File: config.mk
export PLATFORM = sky130hd
export DESIGN_NAME = cache_mem_arbiter
export DESIGN_NICKNAME = d
export VERILOG_FILES = /design/src/rtl/cache_mem_arbiter.sv
export SDC_FILE = /design/constraint.sdc
export NUM_CORES = 1
export LEC_CHECK = 0
export ABC_AREA = 1
export CELL_PAD_IN_SITES_DETAIL_PLACEMENT = 0
export CELL_PAD_IN_SITES_GLOBAL_PLACEMENT = 1
export CORE_AREA = 2 2 293 295
export DETAILED_ROUTE_END_ITERATION = 6
export DIE_AREA = 0 0 295 297
export PLACE_DENSITY = 0.61
export SYNTH_ARGS = -nofsm -noshare
export SYNTH_HDL_FRONTEND = slang
export SYNTH_SLANG_ARGS = --single-unit
File: constraint.sdc
create_clock -name clk -period 15.5 [get_ports clk]
set_clock_uncertainty 0.15 [all_clocks]
set_input_delay 2.325 -clock clk [delete_from_list [all_inputs] [get_ports clk]]
set_output_delay 2.325 -clock clk [all_outputs]
set_load 0.01 [all_outputs]
File: src/rtl/cache_mem_arbiter.sv
// Round-robin arbiter that shares one block RAM between an instruction cache
// and a data cache: one access at a time, fixed LATENCY cycles per access.
module cache_mem_arbiter #(
  parameter int WA             = 32,
  parameter int BLOCKSIZE      = 128,
  parameter int BYTE_ADDR_BITS = 4,
  parameter int LATENCY        = 4
) (
  input  logic                 clk,
  input  logic                 rst,
  input  logic                 i_req,
  input  logic [WA-1:0]        i_addr,
  output logic                 i_ready,
  output logic [BLOCKSIZE-1:0] i_rdata,
  input  logic                 d_req,
  input  logic                 d_we,
  input  logic [WA-1:0]        d_addr,
  input  logic [BLOCKSIZE-1:0] d_wdata,
  output logic                 d_ready,
  output logic [BLOCKSIZE-1:0] d_rdata,
  output logic                 BlockReadEnable,
  output logic                 BlockWriteEnable,
  output logic [WA-1:0]        BlockAddr,
  output logic [BLOCKSIZE-1:0] BlockDataIn,
  input  logic [BLOCKSIZE-1:0] BlockDataOut,
  output logic                 busy
);

  typedef enum logic [1:0] {IDLE, ACCESS, RESP} state_e;
  typedef enum logic {GRANT_I, GRANT_D} grant_e;

  localparam logic [WA-1:0] ALIGN_MASK = ~((WA'(1) << BYTE_ADDR_BITS) - WA'(1));
  localparam logic [3:0]    CNT_LOAD   = 4'(LATENCY - 1);

  state_e                 state_q, state_d;
  grant_e                 grant_q, grant_d;
  grant_e                 last_grant_q, last_grant_d;
  logic [3:0]             cnt_q, cnt_d;
  logic                   we_q, we_d;
  logic [WA-1:0]          addr_q, addr_d;
  logic [BLOCKSIZE-1:0]   wdata_q, wdata_d;
  logic [BLOCKSIZE-1:0]   i_rdata_q, i_rdata_d;
  logic [BLOCKSIZE-1:0]   d_rdata_q, d_rdata_d;

  always_comb begin
    // NOTE: every signal gets its hold value first so no path can infer a latch.
    state_d      = state_q;
    grant_d      = grant_q;
    last_grant_d = last_grant_q;
    cnt_d        = cnt_q;
    we_d         = we_q;
    addr_d       = addr_q;
    wdata_d      = wdata_q;
    i_rdata_d    = i_rdata_q;
    d_rdata_d    = d_rdata_q;

    unique case (state_q)
      IDLE: begin
        if (i_req || d_req) begin
          // On a tie the side that did not win last time goes first.
          if (d_req && (!i_req || last_grant_q == GRANT_I)) begin
            grant_d = GRANT_D;
            we_d    = d_we;
            addr_d  = d_addr & ALIGN_MASK;
            wdata_d = d_wdata;
          end else begin
            grant_d = GRANT_I;
            we_d    = 1'b0;
            addr_d  = i_addr & ALIGN_MASK;
            wdata_d = '0;
          end
          cnt_d   = CNT_LOAD;
          state_d = ACCESS;
        end
      end
      ACCESS: begin
        if (cnt_q == 4'd0) begin
          if (!we_q) begin
            if (grant_q == GRANT_D) d_rdata_d = BlockDataOut;
            else                    i_rdata_d = BlockDataOut;
          end
          state_d = RESP;
        end else begin
          cnt_d = cnt_q - 4'd1;
        end
      end
      RESP: begin
        last_grant_d = grant_q;
        state_d      = IDLE;
      end
      default: state_d = IDLE;
    endcase
  end

  // NOTE: the wide data registers are reset too, so rdata reads back as zero
  // after reset rather than stale RAM contents.
  always_ff @(posedge clk or posedge rst) begin
    if (rst) begin
      state_q      <= IDLE;
      grant_q      <= GRANT_I;
      last_grant_q <= GRANT_I;
      cnt_q        <= '0;
      we_q         <= 1'b0;
      addr_q       <= '0;
      wdata_q      <= '0;
      i_rdata_q    <= '0;
      d_rdata_q    <= '0;
    end else begin
      // NOTE: non-blocking assignments so all state updates on the same edge.
      state_q      <= state_d;
      grant_q      <= grant_d;
      last_grant_q <= last_grant_d;
      cnt_q        <= cnt_d;
      we_q         <= we_d;
      addr_q       <= addr_d;
      wdata_q      <= wdata_d;
      i_rdata_q    <= i_rdata_d;
      d_rdata_q    <= d_rdata_d;
    end
  end

  assign BlockReadEnable  = (state_q == ACCESS) && !we_q;
  assign BlockWriteEnable = (state_q == ACCESS) &&  we_q;
  assign BlockAddr        = addr_q;
  assign BlockDataIn      = wdata_q;
  assign i_ready          = (state_q == RESP) && (grant_q == GRANT_I);
  assign d_ready          = (state_q == RESP) && (grant_q == GRANT_D);
  assign i_rdata          = i_rdata_q;
  assign d_rdata          = d_rdata_q;
  assign busy             = (state_q != IDLE);

endmodule

==> key figures, run 1 <==
Timing
  – Minimum clock period: 4976 ps
  – Setup TNS: 0 ps
  – Final Setup Violations: 0
  – Fin crit share: 32.11%
  – Hold Fails Final Rpt: 0
  – Pin slew with the least headroom to its limit: 1134 ps
  – Final-report max-slew violation count: 0
  – RSZ-0062 raised after global routing: no
  – Relative slew slack: 24.23%
  – Upper clock frequency limit: about 200 MHz

Global routing
  – Wire length of the first global-routing pass: ~110000 um
  – Number of global-route vias before repair: 16179
  – Largest net degree at the start of global routing: 137
  – Total gr overflow: 0
  – Total GRT Usage: about 16%
  – Antenna violations before repair: 17

Critical path
  – Worst Setup EP: busy
  – Cells on worst reg2reg path: 9
  – CP required: 13030 ps
  – Flop2flop setup slack: around 12000 ps
  – Largest stage delay, worst path: 880 ps
  – Critical path startpoint: state_q[0]
  – Crit. End Element: output port
  – CP Launch Type: flop
  – Crit path max fanout: 39
  – CP Cell Sequence: nor2_4 -> inv_1 -> clkdlybuf4s50_1
  – Crit Path Category: reg2out
  – Worst path arrival time: ~2500 ps
  – Crit Reg-Reg Startpoint: cnt_q[0]
  – Reg-to-Reg End: i_rdata[80]
  – Crit-path slowest cell: nor2_4

Synth
  – Mapped Area: 16580 um2
  – Post-Synthesis Cells: ~1900
  – Yosys reg bits: about 420
  – Yosys cell types: 22
  – Synth Area per Inst: 8.874 um2
  – Synthesis warning total: 0
  – Sequential-to-total area share from yosys stat: about 64%

Placement
  – Dpl cell area: 24920 um2
  – HPWL after DPL: 51210 um
  – IO buf count: 733
  – Final Wtd Congestion: 0.7908

Pwr
  – Clock power frac: between 20% and 30%
  – Power Density: 219.4 nW/um2
  – Lkg Pwr: ~12 nW
  – Internal: about 0.0036 W
  – Tot Pwr: 0.005835 W
  – Register share of total power: 34.1%
  – Comb pwr share: between 40 and 50%
  – Peak supply drop: 0.1047 mV
  – Switching power: 0.002187 W
  – Sw frac: 37.48%

Detailed routing
  – Post-Route WL: ~73000 um
  – Antenna Nets Post-Route: 0
  – Via Count: 15518
  – Drt initial violations: 858
  – Wire per inst: around 20 um
  – Router iterations before antenna repair: 5
  – Drc violations: 0
  – Vias/cell: roughly 4.2

CTS
  – Worst-path clk slew: about 60 ps
  – TritonCTS buffer count: 51
  – CTS resizes: 0
  – Clock sink count: 421
  – Worst skew pair latency: 590 ps
  – CTS tree: yes
  – Clock root buffer: clkbuf_16
  – CTS max path bufs: 3
  – # H-tree levels: 2
  – CTS Hold Bufs: 0
  – Setup bufs post-CTS: 0

Finish
  – Fillers: 8776
  – Design Area, Final: 26590 um2
  – Layout overhead on the synthesized area: 60.35%
  – Area of the multi-input gates: around 5400 um2
  – Final #Nets: 2872
  – Share of cells above drive strength 1: roughly 4.1%
  – Register area: about 11000 um2

Die
  – Die ar.: around 88000 um2
  – Die width: ~300 um
  – I/O Pins: 746
  – Rows: 107
  – Core Box Area: 84480 um2
  – DIE HEIGHT: 297 um
  – Initial Utilization: 19.63%

Status
  – Outcome: complete, no violations

Job
  – Max_cap viols: 0

Hold path
  – Worst hold-check path type: reg2reg
==> Yosys cell counts, drive strengths merged <==
master	number	area, um2
buf	99	525.5
clkbuf	29	108.9
conb	1	3.750
dfrtp	421	10540
ha	2	25.02
inv	13	48.80
nand2	936	3516
nand3	261	1311
nand4	1	6.260
nor2	40	165.2
o21ai	64	324.1
or2	1	6.260
xor2	1	8.760
==> critical path: cells and delay by family (launching register included) <==
kind	cells	cell delay [ps]
and+or+nand+nor	1	880
DFF	1	420
buffers and inverters	2	610
==> cell usage in the layout (no fill, tap or decap), types with 3 or more instances in the layout <==
| cell type | Yosys | final |
|---|---|---|
| nand2_1 | 935 | 935 |
| clkbuf_1 | 29 | 15 |
| buf_4 | 17 | 13 |
| inv_6 | 0 | 3 |
| clkdlybuf4s50_1 | 0 | 733 |
| diode_2 | 0 | 9 |
| dfrtp_1 | 421 | 421 |
| nor2_1 | 38 | 36 |
| clkbuf_8 | 0 | 14 |
| o21ai_0 | 53 | 53 |
| nor2_4 | 2 | 4 |
| inv_1 | 10 | 8 |
| clkinv_2 | 0 | 4 |
| nand3_1 | 260 | 259 |
| conb_1 | 1 | 4 |
| clkbuf_16 | 0 | 51 |
| o21ai_1 | 10 | 10 |
==> metal layers <==
layer | part of all wire (%) | up-vias | track usage (%) | wire length, um
met5 | 0.15 | - | 0 | 112
met4 | 3.3 | 16 | 5.637 | 2407
met3 | 11 | 132 | 6.642 | 7843
met2 | 47 | 665 | 27.09 | 34650
met1 | 38 | 7458 | 18.45 | 28100
li1 | - | 7247 | - | -
==> kinds of logic after synthesis <==
| group | synth area share, % |
|---|---|
| adder cells (fa/ha/maj) | 0.1509 |
| flip-flops | 63.52 |
| AND/OR/NAND/NOR | 30.18 |
| XOR/XNOR | 0.05282 |
| buffers and inverters | 4.119 |
| AO/OA/AOI/OAI | 1.954 |
| other | 0.02261 |
==> registers in the layout, summed over array words and instances (netlist names) <==
register / count
cnt_q: 4
i_rdata: 128
grant_q: 1
last_grant_q: 1
BlockDataIn: 128
state_q: 2
we_q: 1
d_rdata: 128
BlockAddr: 28
==> power by group through the flow <==
stage | sequential (W) | combinational [W] | clock [W]
3_5_place_dp | 0.00200 | 0.00270 | 0
6_report | 0.00199 | 0.00265 | 0.00120
5_1_grt | 0.00206 | 0.00291 | 0.00128
3_3_place_gp | 0.00197 | 0.00269 | 0
4_1_cts | 0.00199 | 0.00271 | 0.00124
2_1_floorplan | 0.00222 | 0.000823 | 0
==> metrics by stage <==
step / setup slack, ps / hold slack [ps] / util (%) / cells
floorplan: 1305 / 302.9 / - / 1872
global placement: 10210 / 304.6 / 29.50 / 3636
detailed placement: 10150 / 307.9 / 29.50 / 3636
CTS: 10440 / 324.6 / 31.45 / 3727
global route: 10360 / 346.4 / 31.47 / 3732
finish: 10520 / 319.2 / 31.48 / 3736
==> layout make-up <==
cell class,count,area share (%)
Multi-Input combinational cell,1310,20.38
Clock inverter,11,0.4611
Timing Repair Buffer,748,28.11
Clock buffer,80,5.735
Inverter,13,0.2305
Tap cell,1144,5.383
Sequential cell,421,39.62
Antenna cell,9,0.08469
==> worst min path at each step <==
| stage | to | start | slack, ps | cells after the start |
|---|---|---|---|---|
| after floorplan | last_grant_q | last_grant_q | 300 | 2 |
| after detailed placement | d_rdata[105] | d_rdata[105] | 310 | 2 |
| after CTS | d_rdata[97] | d_rdata[97] | 320 | 2 |
| after global placement | d_rdata[56] | d_rdata[56] | 300 | 2 |
| final | d_rdata[97] | d_rdata[97] | 320 | 2 |
| after global routing | BlockDataIn[37] | BlockDataIn[37] | 350 | 2 |
Note: power is estimated with default switching activity, not from simulation.
==> run 2, diff against run 1 <==
clock period = 4.75 ns   (was 15.5 ns; I/O delays follow)
==> key figures, run 2 (synthesized netlist as in run 1, its figures left out) <==
CTS
  – CTS resizes: 0 (unchanged)
  – CTS Hold Bufs: 0 (unchanged)
  – Clock root buffer: clkbuf_16 (unchanged)
  – Setup bufs post-CTS: 0 (unchanged)
  – TritonCTS buffer count: 51 (unchanged)
  – CTS max path bufs: 3 (unchanged)
  – Worst-path clk slew: 60 ps (about the same)
  – CTS tree: yes (unchanged)
  – Worst skew pair latency: 600 ps (was 590 ps)
  – Clock sink count: 421 (unchanged)
  – # H-tree levels: 2 (unchanged)

Detailed routing
  – Wire per inst: 19.55 um (was 19.57 um)
  – Router iterations before antenna repair: 5 (unchanged)
  – Vias/cell: 4.125 (was 4.154)
  – Drt initial violations: 684 (was 858)
  – Drc violations: 0 (unchanged)
  – Via Count: 15466 (was 15518)
  – Post-Route WL: 73280 um (was 73120 um)
  – Antenna Nets Post-Route: 0 (unchanged)

Die
  – Die ar.: 87620 um2 (unchanged)
  – I/O Pins: 746 (unchanged)
  – Initial Utilization: 19.63% (unchanged)
  – Rows: 107 (unchanged)
  – Core Box Area: 84480 um2 (unchanged)
  – Die width: 295 um (unchanged)
  – DIE HEIGHT: 297 um (unchanged)

Critical path
  – Crit. End Element: flop (was output port)
  – Crit path buf inv count: 4 (was 2)
  – Crit-path slowest cell: inv_4 (was nor2_4)
  – Largest stage delay, worst path: 740 ps (was 880 ps)
  – Most used cell, CP: nand2_1
  – Crit path max fanout: 54 (was 39)
  – CP Launch Type: flop (unchanged)
  – Worst path arrival time: 3620 ps (was 2500 ps)
  – CP required: 5110 ps (was 13030 ps)
  – CP Cell Sequence: inv_1 -> ha_1 -> nand2_1 -> inv_2 -> nand3_4 -> inv_4 -> buf_4 -> nand2_1 -> nand2_1 (was nor2_4 -> inv_1 -> clkdlybuf4s50_1)
  – Crit Path Category: reg2reg (was reg2out)
  – Cell family with most CP delay: buffers and inverters (was simple AND/OR/NAND/NOR gates)

Global routing
  – Largest net degree at the start of global routing: 161 (was 137)
  – Wire length of the first global-routing pass: 107400 um (was 107200 um)
  – Total GRT Usage: 16.21% (was 16.17%)
  – Antenna violations before repair: 16 (was 17)
  – Total gr overflow: 0 (unchanged)
  – Number of global-route vias before repair: 16130 (was 16179)

Finish
  – Most frequent cells in the layout: 935 x nand2_1, 733 x clkdlybuf4s50_1, 421 x dfrtp_1 (unchanged)
  – Most common cell after layout, fill and taps aside: nand2_1 (unchanged)
  – Final #Nets: 2891 (was 2872)
  – Fillers: 8772 (was 8776)
  – Final non-filler cell total: 3749 (was 3736)
  – Layout overhead on the synthesized area: 60.97% (was 60.35%)
  – Area of the multi-input gates: 5420 um2 (unchanged)
  – Share of cells above drive strength 1: 4.502% (was 4.065%)
  – Register area: 10540 um2 (unchanged)

Timing
  – Relative slew slack: 17.54% (was 24.23%)
  – Fin crit share: about two thirds
  – Final Setup Violations: 0 (unchanged)
  – Final-report max-slew violation count: 0 (unchanged)
  – Pin slew with the least headroom to its limit: 1237 ps (was 1134 ps)
  – Setup TNS: 0 ps (unchanged)
  – RSZ-0062 raised after global routing: no (unchanged)
  – Minimum clock period: 3257 ps
  – Upper clock frequency limit: 307.0 MHz
  – Hold Fails Final Rpt: 0 (unchanged)

Hold path
  – Worst hold-check path type: reg2reg (unchanged)

Placement
  – IO buf count: 733 (unchanged)
  – Final Wtd Congestion: 0.8127 (was 0.7908)
  – Placed Instances: 3655 (was 3636)
  – HPWL after DPL: 52860 um (was 51210 um)

Pwr
  – Power Density: 712.6 nW/um2 (was 219.4 nW/um2)
  – Peak supply drop: 0.3098 mV (was 0.1047 mV)
  – Lkg Pwr: 12.46 nW (was 12.40 nW)

Status
  – Outcome: complete, no violations (unchanged)

Job
  – Max_cap viols: 0 (unchanged)
run 2: cell types whose count changed in the layout (fill, tap and decap cells not counted), sizes merged:
cell and change:
bufinv -1, inv -2, diode -3, clkinv -1, buf +19, clkinvlp +1
run 2: worst paths after layout:
| check | start | slack (ps) | depth (start not counted) | endpoint |
|---|---|---|---|---|
| min in group asynchronous | rst | 480 | 2 | BlockDataIn[102] |
| hold reg to reg | d_rdata[20] | 320 | 2 | d_rdata[20] |
| max in group asynchronous | rst | 2850 | 4 | BlockDataIn[108] |
| setup reg to reg | cnt_q[0] | 1490 | 9 | i_rdata[111] |
| hold / removal | d_rdata[20] | 320 | 2 | d_rdata[20] |
| setup / recovery | cnt_q[0] | 1490 | 9 | i_rdata[111] |
run 2: per-layer routing:
metal  wire length [um]  up-vias  track usage [%]  share of wire, %
met5                 63        -                0             0.086
met2              34800      617            27.46                47
met4               2054       10            4.823               2.8
met3               8190      107            7.188                11
met1              28180     7457            18.24                38
li1                   -     7275                -                 -
run 2: cell type report:
cell class / instances / share of cell area, %
Multi-Input combinational cell: 1310 / 20.30
Clock buffer: 80 / 5.605
Sequential cell: 421 / 39.46
Tap cell: 1144 / 5.362
Inverter: 13 / 0.2156
Antenna cell: 6 / 0.05624
Timing Repair Buffer: 767 / 28.67
Clock inverter: 8 / 0.3234
run 2: stage by stage:
stage | hold WS [ps] | area (um2) | power [W] | setup slack, ps | utilization [%]
global route | 341.4 | 26690 | 0.02038 | 1091 | 31.60
CTS | 322.0 | 26680 | 0.01937 | 1266 | 31.58
detailed placement | 307.6 | 25100 | 0.01543 | 1284 | 29.71
global placement | 303.0 | 25100 | 0.01532 | 1391 | 29.71
finish | 318.4 | 26700 | 0.01902 | 1493 | 31.60
floorplan | 302.9 | 16600 | 0.009925 | -1792 | -
run 2: where the power goes:
| part | internal (W) | switching (W) | total [W] |
|---|---|---|---|
| sequential | 0.00542 | 0.00108 | 0.00650 |
| clock | 0.00220 | 0.00158 | 0.00378 |
| combinational | 0.00423 | 0.00451 | 0.00874 |
| total | 0.0119 | 0.00716 | 0.0190 |
run 2: worst register-to-register path, cell delays in order (launching register included):
cell and delay [ps]:
dfrtp_1 390, inv_1 140, ha_1 180, nand2_1 140, inv_2 140, nand3_4 470, inv_4 740, buf_4 560
nand2_1 190, nand2_1 90
==> run 3, diff against run 2 <==
clock period = 3.1 ns   (was 4.75 ns; I/O delays follow)
==> key figures, run 3 (synthesized netlist as in run 1, its figures left out) <==
Critical path
  – Cell family with most CP delay: buffers and inverters (unchanged)
  – Crit Path Category: reg2out (was reg2reg)
  – Crit-path slowest cell: clkdlybuf4s50_1 (was inv_4)
  – Reg-to-Reg End: d_rdata[113] (was i_rdata[111])
  – Flop2flop setup slack: 890 ps (was 1490 ps)
  – Crit path max fanout: 4 (was 54)
  – Crit Reg-Reg Startpoint: cnt_q[0] (unchanged)
  – CP Depth: 4 (was 9)
  – CP required: 2480 ps (was 5110 ps)
  – Crit path buf inv count: 2 (was 4)
  – CP Cell Sequence: inv_1 -> or2_2 -> nor2_1 -> clkdlybuf4s50_1 (was inv_1 -> ha_1 -> nand2_1 -> inv_2 -> nand3_4 -> inv_4 -> buf_4 -> nand2_1 -> nand2_1)
  – CP Launch Type: flop (unchanged)
  – Worst path arrival time: 2220 ps (was 3620 ps)
  – Largest stage delay, worst path: 670 ps (was 740 ps)
  – Crit. End Element: output port (was flop)
  – Cells on worst reg2reg path: 8 (was 9)

Die
  – Rows: 107 (unchanged)
  – Core Box Area: 84480 um2 (unchanged)
  – Die ar.: 87620 um2 (unchanged)
  – DIE HEIGHT: 297 um (unchanged)
  – Initial Utilization: 19.63% (unchanged)
  – Die width: 295 um (unchanged)
  – I/O Pins: 746 (unchanged)

Global routing
  – Total GRT Usage: 16.17% (was 16.21%)
  – Wire length of the first global-routing pass: 107600 um (was 107400 um)
  – Total gr overflow: 0 (unchanged)
  – Largest net degree at the start of global routing: 94 (was 161)
  – Number of global-route vias before repair: 16306 (was 16130)
  – Antenna violations before repair: 21 (was 16)

Detailed routing
  – Antenna Nets Post-Route: 0 (unchanged)
  – Drc violations: 0 (unchanged)
  – Router iterations before antenna repair: 5 (unchanged)
  – Vias/cell: 4.132 (was 4.125)
  – Drt initial violations: 856 (was 684)
  – Via Count: 15569 (was 15466)
  – Post-Route WL: 73290 um (was 73280 um)
  – Wire per inst: 19.45 um (was 19.55 um)

CTS
  – Setup bufs post-CTS: 0 (unchanged)
  – CTS resizes: 0 (unchanged)
  – Worst skew pair latency: 590 ps (was 600 ps)
  – CTS max path bufs: 3 (unchanged)
  – Worst-path clk slew: 60 ps (about the same)
  – CTS tree: yes (unchanged)
  – # H-tree levels: 2 (unchanged)
  – TritonCTS buffer count: 51 (unchanged)
  – Clock sink count: 421 (unchanged)
  – Clock root buffer: clkbuf_16 (unchanged)
  – CTS Hold Bufs: 0 (unchanged)

Pwr
  – Peak supply drop: 0.5514 mV (was 0.3098 mV)
  – Power Density: 1089 nW/um2 (was 712.6 nW/um2)
  – Lkg Pwr: 12.62 nW (was 12.46 nW)

Timing
  – Hold Fails Final Rpt: 0 (unchanged)
  – Fin crit share: 91.44%
  – Upper clock frequency limit: approximately 350 MHz
  – Final-report max-slew violation count: 0 (unchanged)
  – RSZ-0062 raised after global routing: no (unchanged)
  – Minimum clock period: 2834 ps
  – Final Setup Violations: 0 (unchanged)
  – Pin slew with the least headroom to its limit: 1082 ps (was 1237 ps)
  – Setup TNS: 0 ps (unchanged)
  – Relative slew slack: 27.85% (was 17.54%)

Finish
  – Layout overhead on the synthesized area: 63.09% (was 60.97%)
  – Most frequent cells in the layout: 935 x nand2_1, 733 x clkdlybuf4s50_1, 421 x dfrtp_1 (unchanged)
  – Fillers: 8806 (was 8772)
  – Most common cell after layout, fill and taps aside: nand2_1 (unchanged)
  – Share of cells above drive strength 1: 5.324% (was 4.502%)
  – Final #Nets: 2900 (was 2891)
  – Design Area, Final: 27050 um2 (was 26700 um2)

Placement
  – HPWL after DPL: 53340 um (was 52860 um)
  – IO buf count: 733 (unchanged)
  – Final Wtd Congestion: 0.8006 (was 0.8127)
  – Dpl cell area: 25340 um2 (was 25100 um2)

Job
  – Max_cap viols: 0 (unchanged)

Hold path
  – Worst hold-check path type: in2async (was reg2reg)

Status
  – Outcome: complete, no violations (unchanged)
[run 3: how the worst max path moves through the flow]
| stage | start | to | slack (ps) |
|---|---|---|---|
| 3_3_place_gp | i_req | BlockDataIn[119] | 670 |
| 5_1_grt | state_q[1] | i_ready | 100 |
| 4_1_cts | state_q[1] | i_ready | 160 |
| 6_report | state_q[1] | i_ready | 270 |
| 2_1_floorplan | rst | BlockAddr[10] | -3190 |
| 3_5_place_dp | i_req | BlockDataIn[104] | 670 |
[run 3: area by class of cell]
type                            count  area [um2]  area share [%]
Antenna cell                       13       32.53          0.1203
Clock buffer                       77        1555           5.750
Clock inverter                     14       118.9          0.4394
Inverter                           13       57.56          0.2128
Multi-Input combinational cell   1310        5420           20.04
Sequential cell                   421       10540           38.95
Tap cell                         1144        1431           5.292
Timing Repair Buffer              776        7898           29.20
[run 3: metrics by stage]
| stage | cells | power (W) | util [%] | hold WS (ps) | worst slack [ps] |
|---|---|---|---|---|---|
| 2_1_floorplan | 1872 | 0.01521 | - | 302.9 | -3194 |
| 3_3_place_gp | 3664 | 0.02353 | 30.00 | 304.3 | 674.5 |
| 3_5_place_dp | 3664 | 0.02370 | 30.00 | 307.8 | 674.6 |
| 4_1_cts | 3755 | 0.02997 | 31.98 | 99.95 | 159.2 |
| 5_1_grt | 3764 | 0.03150 | 32.01 | 126.1 | 97.28 |
| 6_report | 3768 | 0.02944 | 32.02 | 145.4 | 265.5 |
[run 3: report_power, final]
group	switching, W	total (W)	internal [W]
Sequential	0.00164	0.00995	0.00831
Combinational	0.00690	0.0135	0.00658
Clock	0.00249	0.00601	0.00353
Total	0.0110	0.0294	0.0184
[run 3: per-layer routing]
layer	wire length, um	vias to the layer above	share of wire, %	GRT usage, %
li1	-	7314	-	-
met1	28130	7510	38	18.11
met2	34340	614	47	26.59
met3	8431	123	12	7.412
met4	2343	8	3.2	6.329
met5	50	-	0.068	0
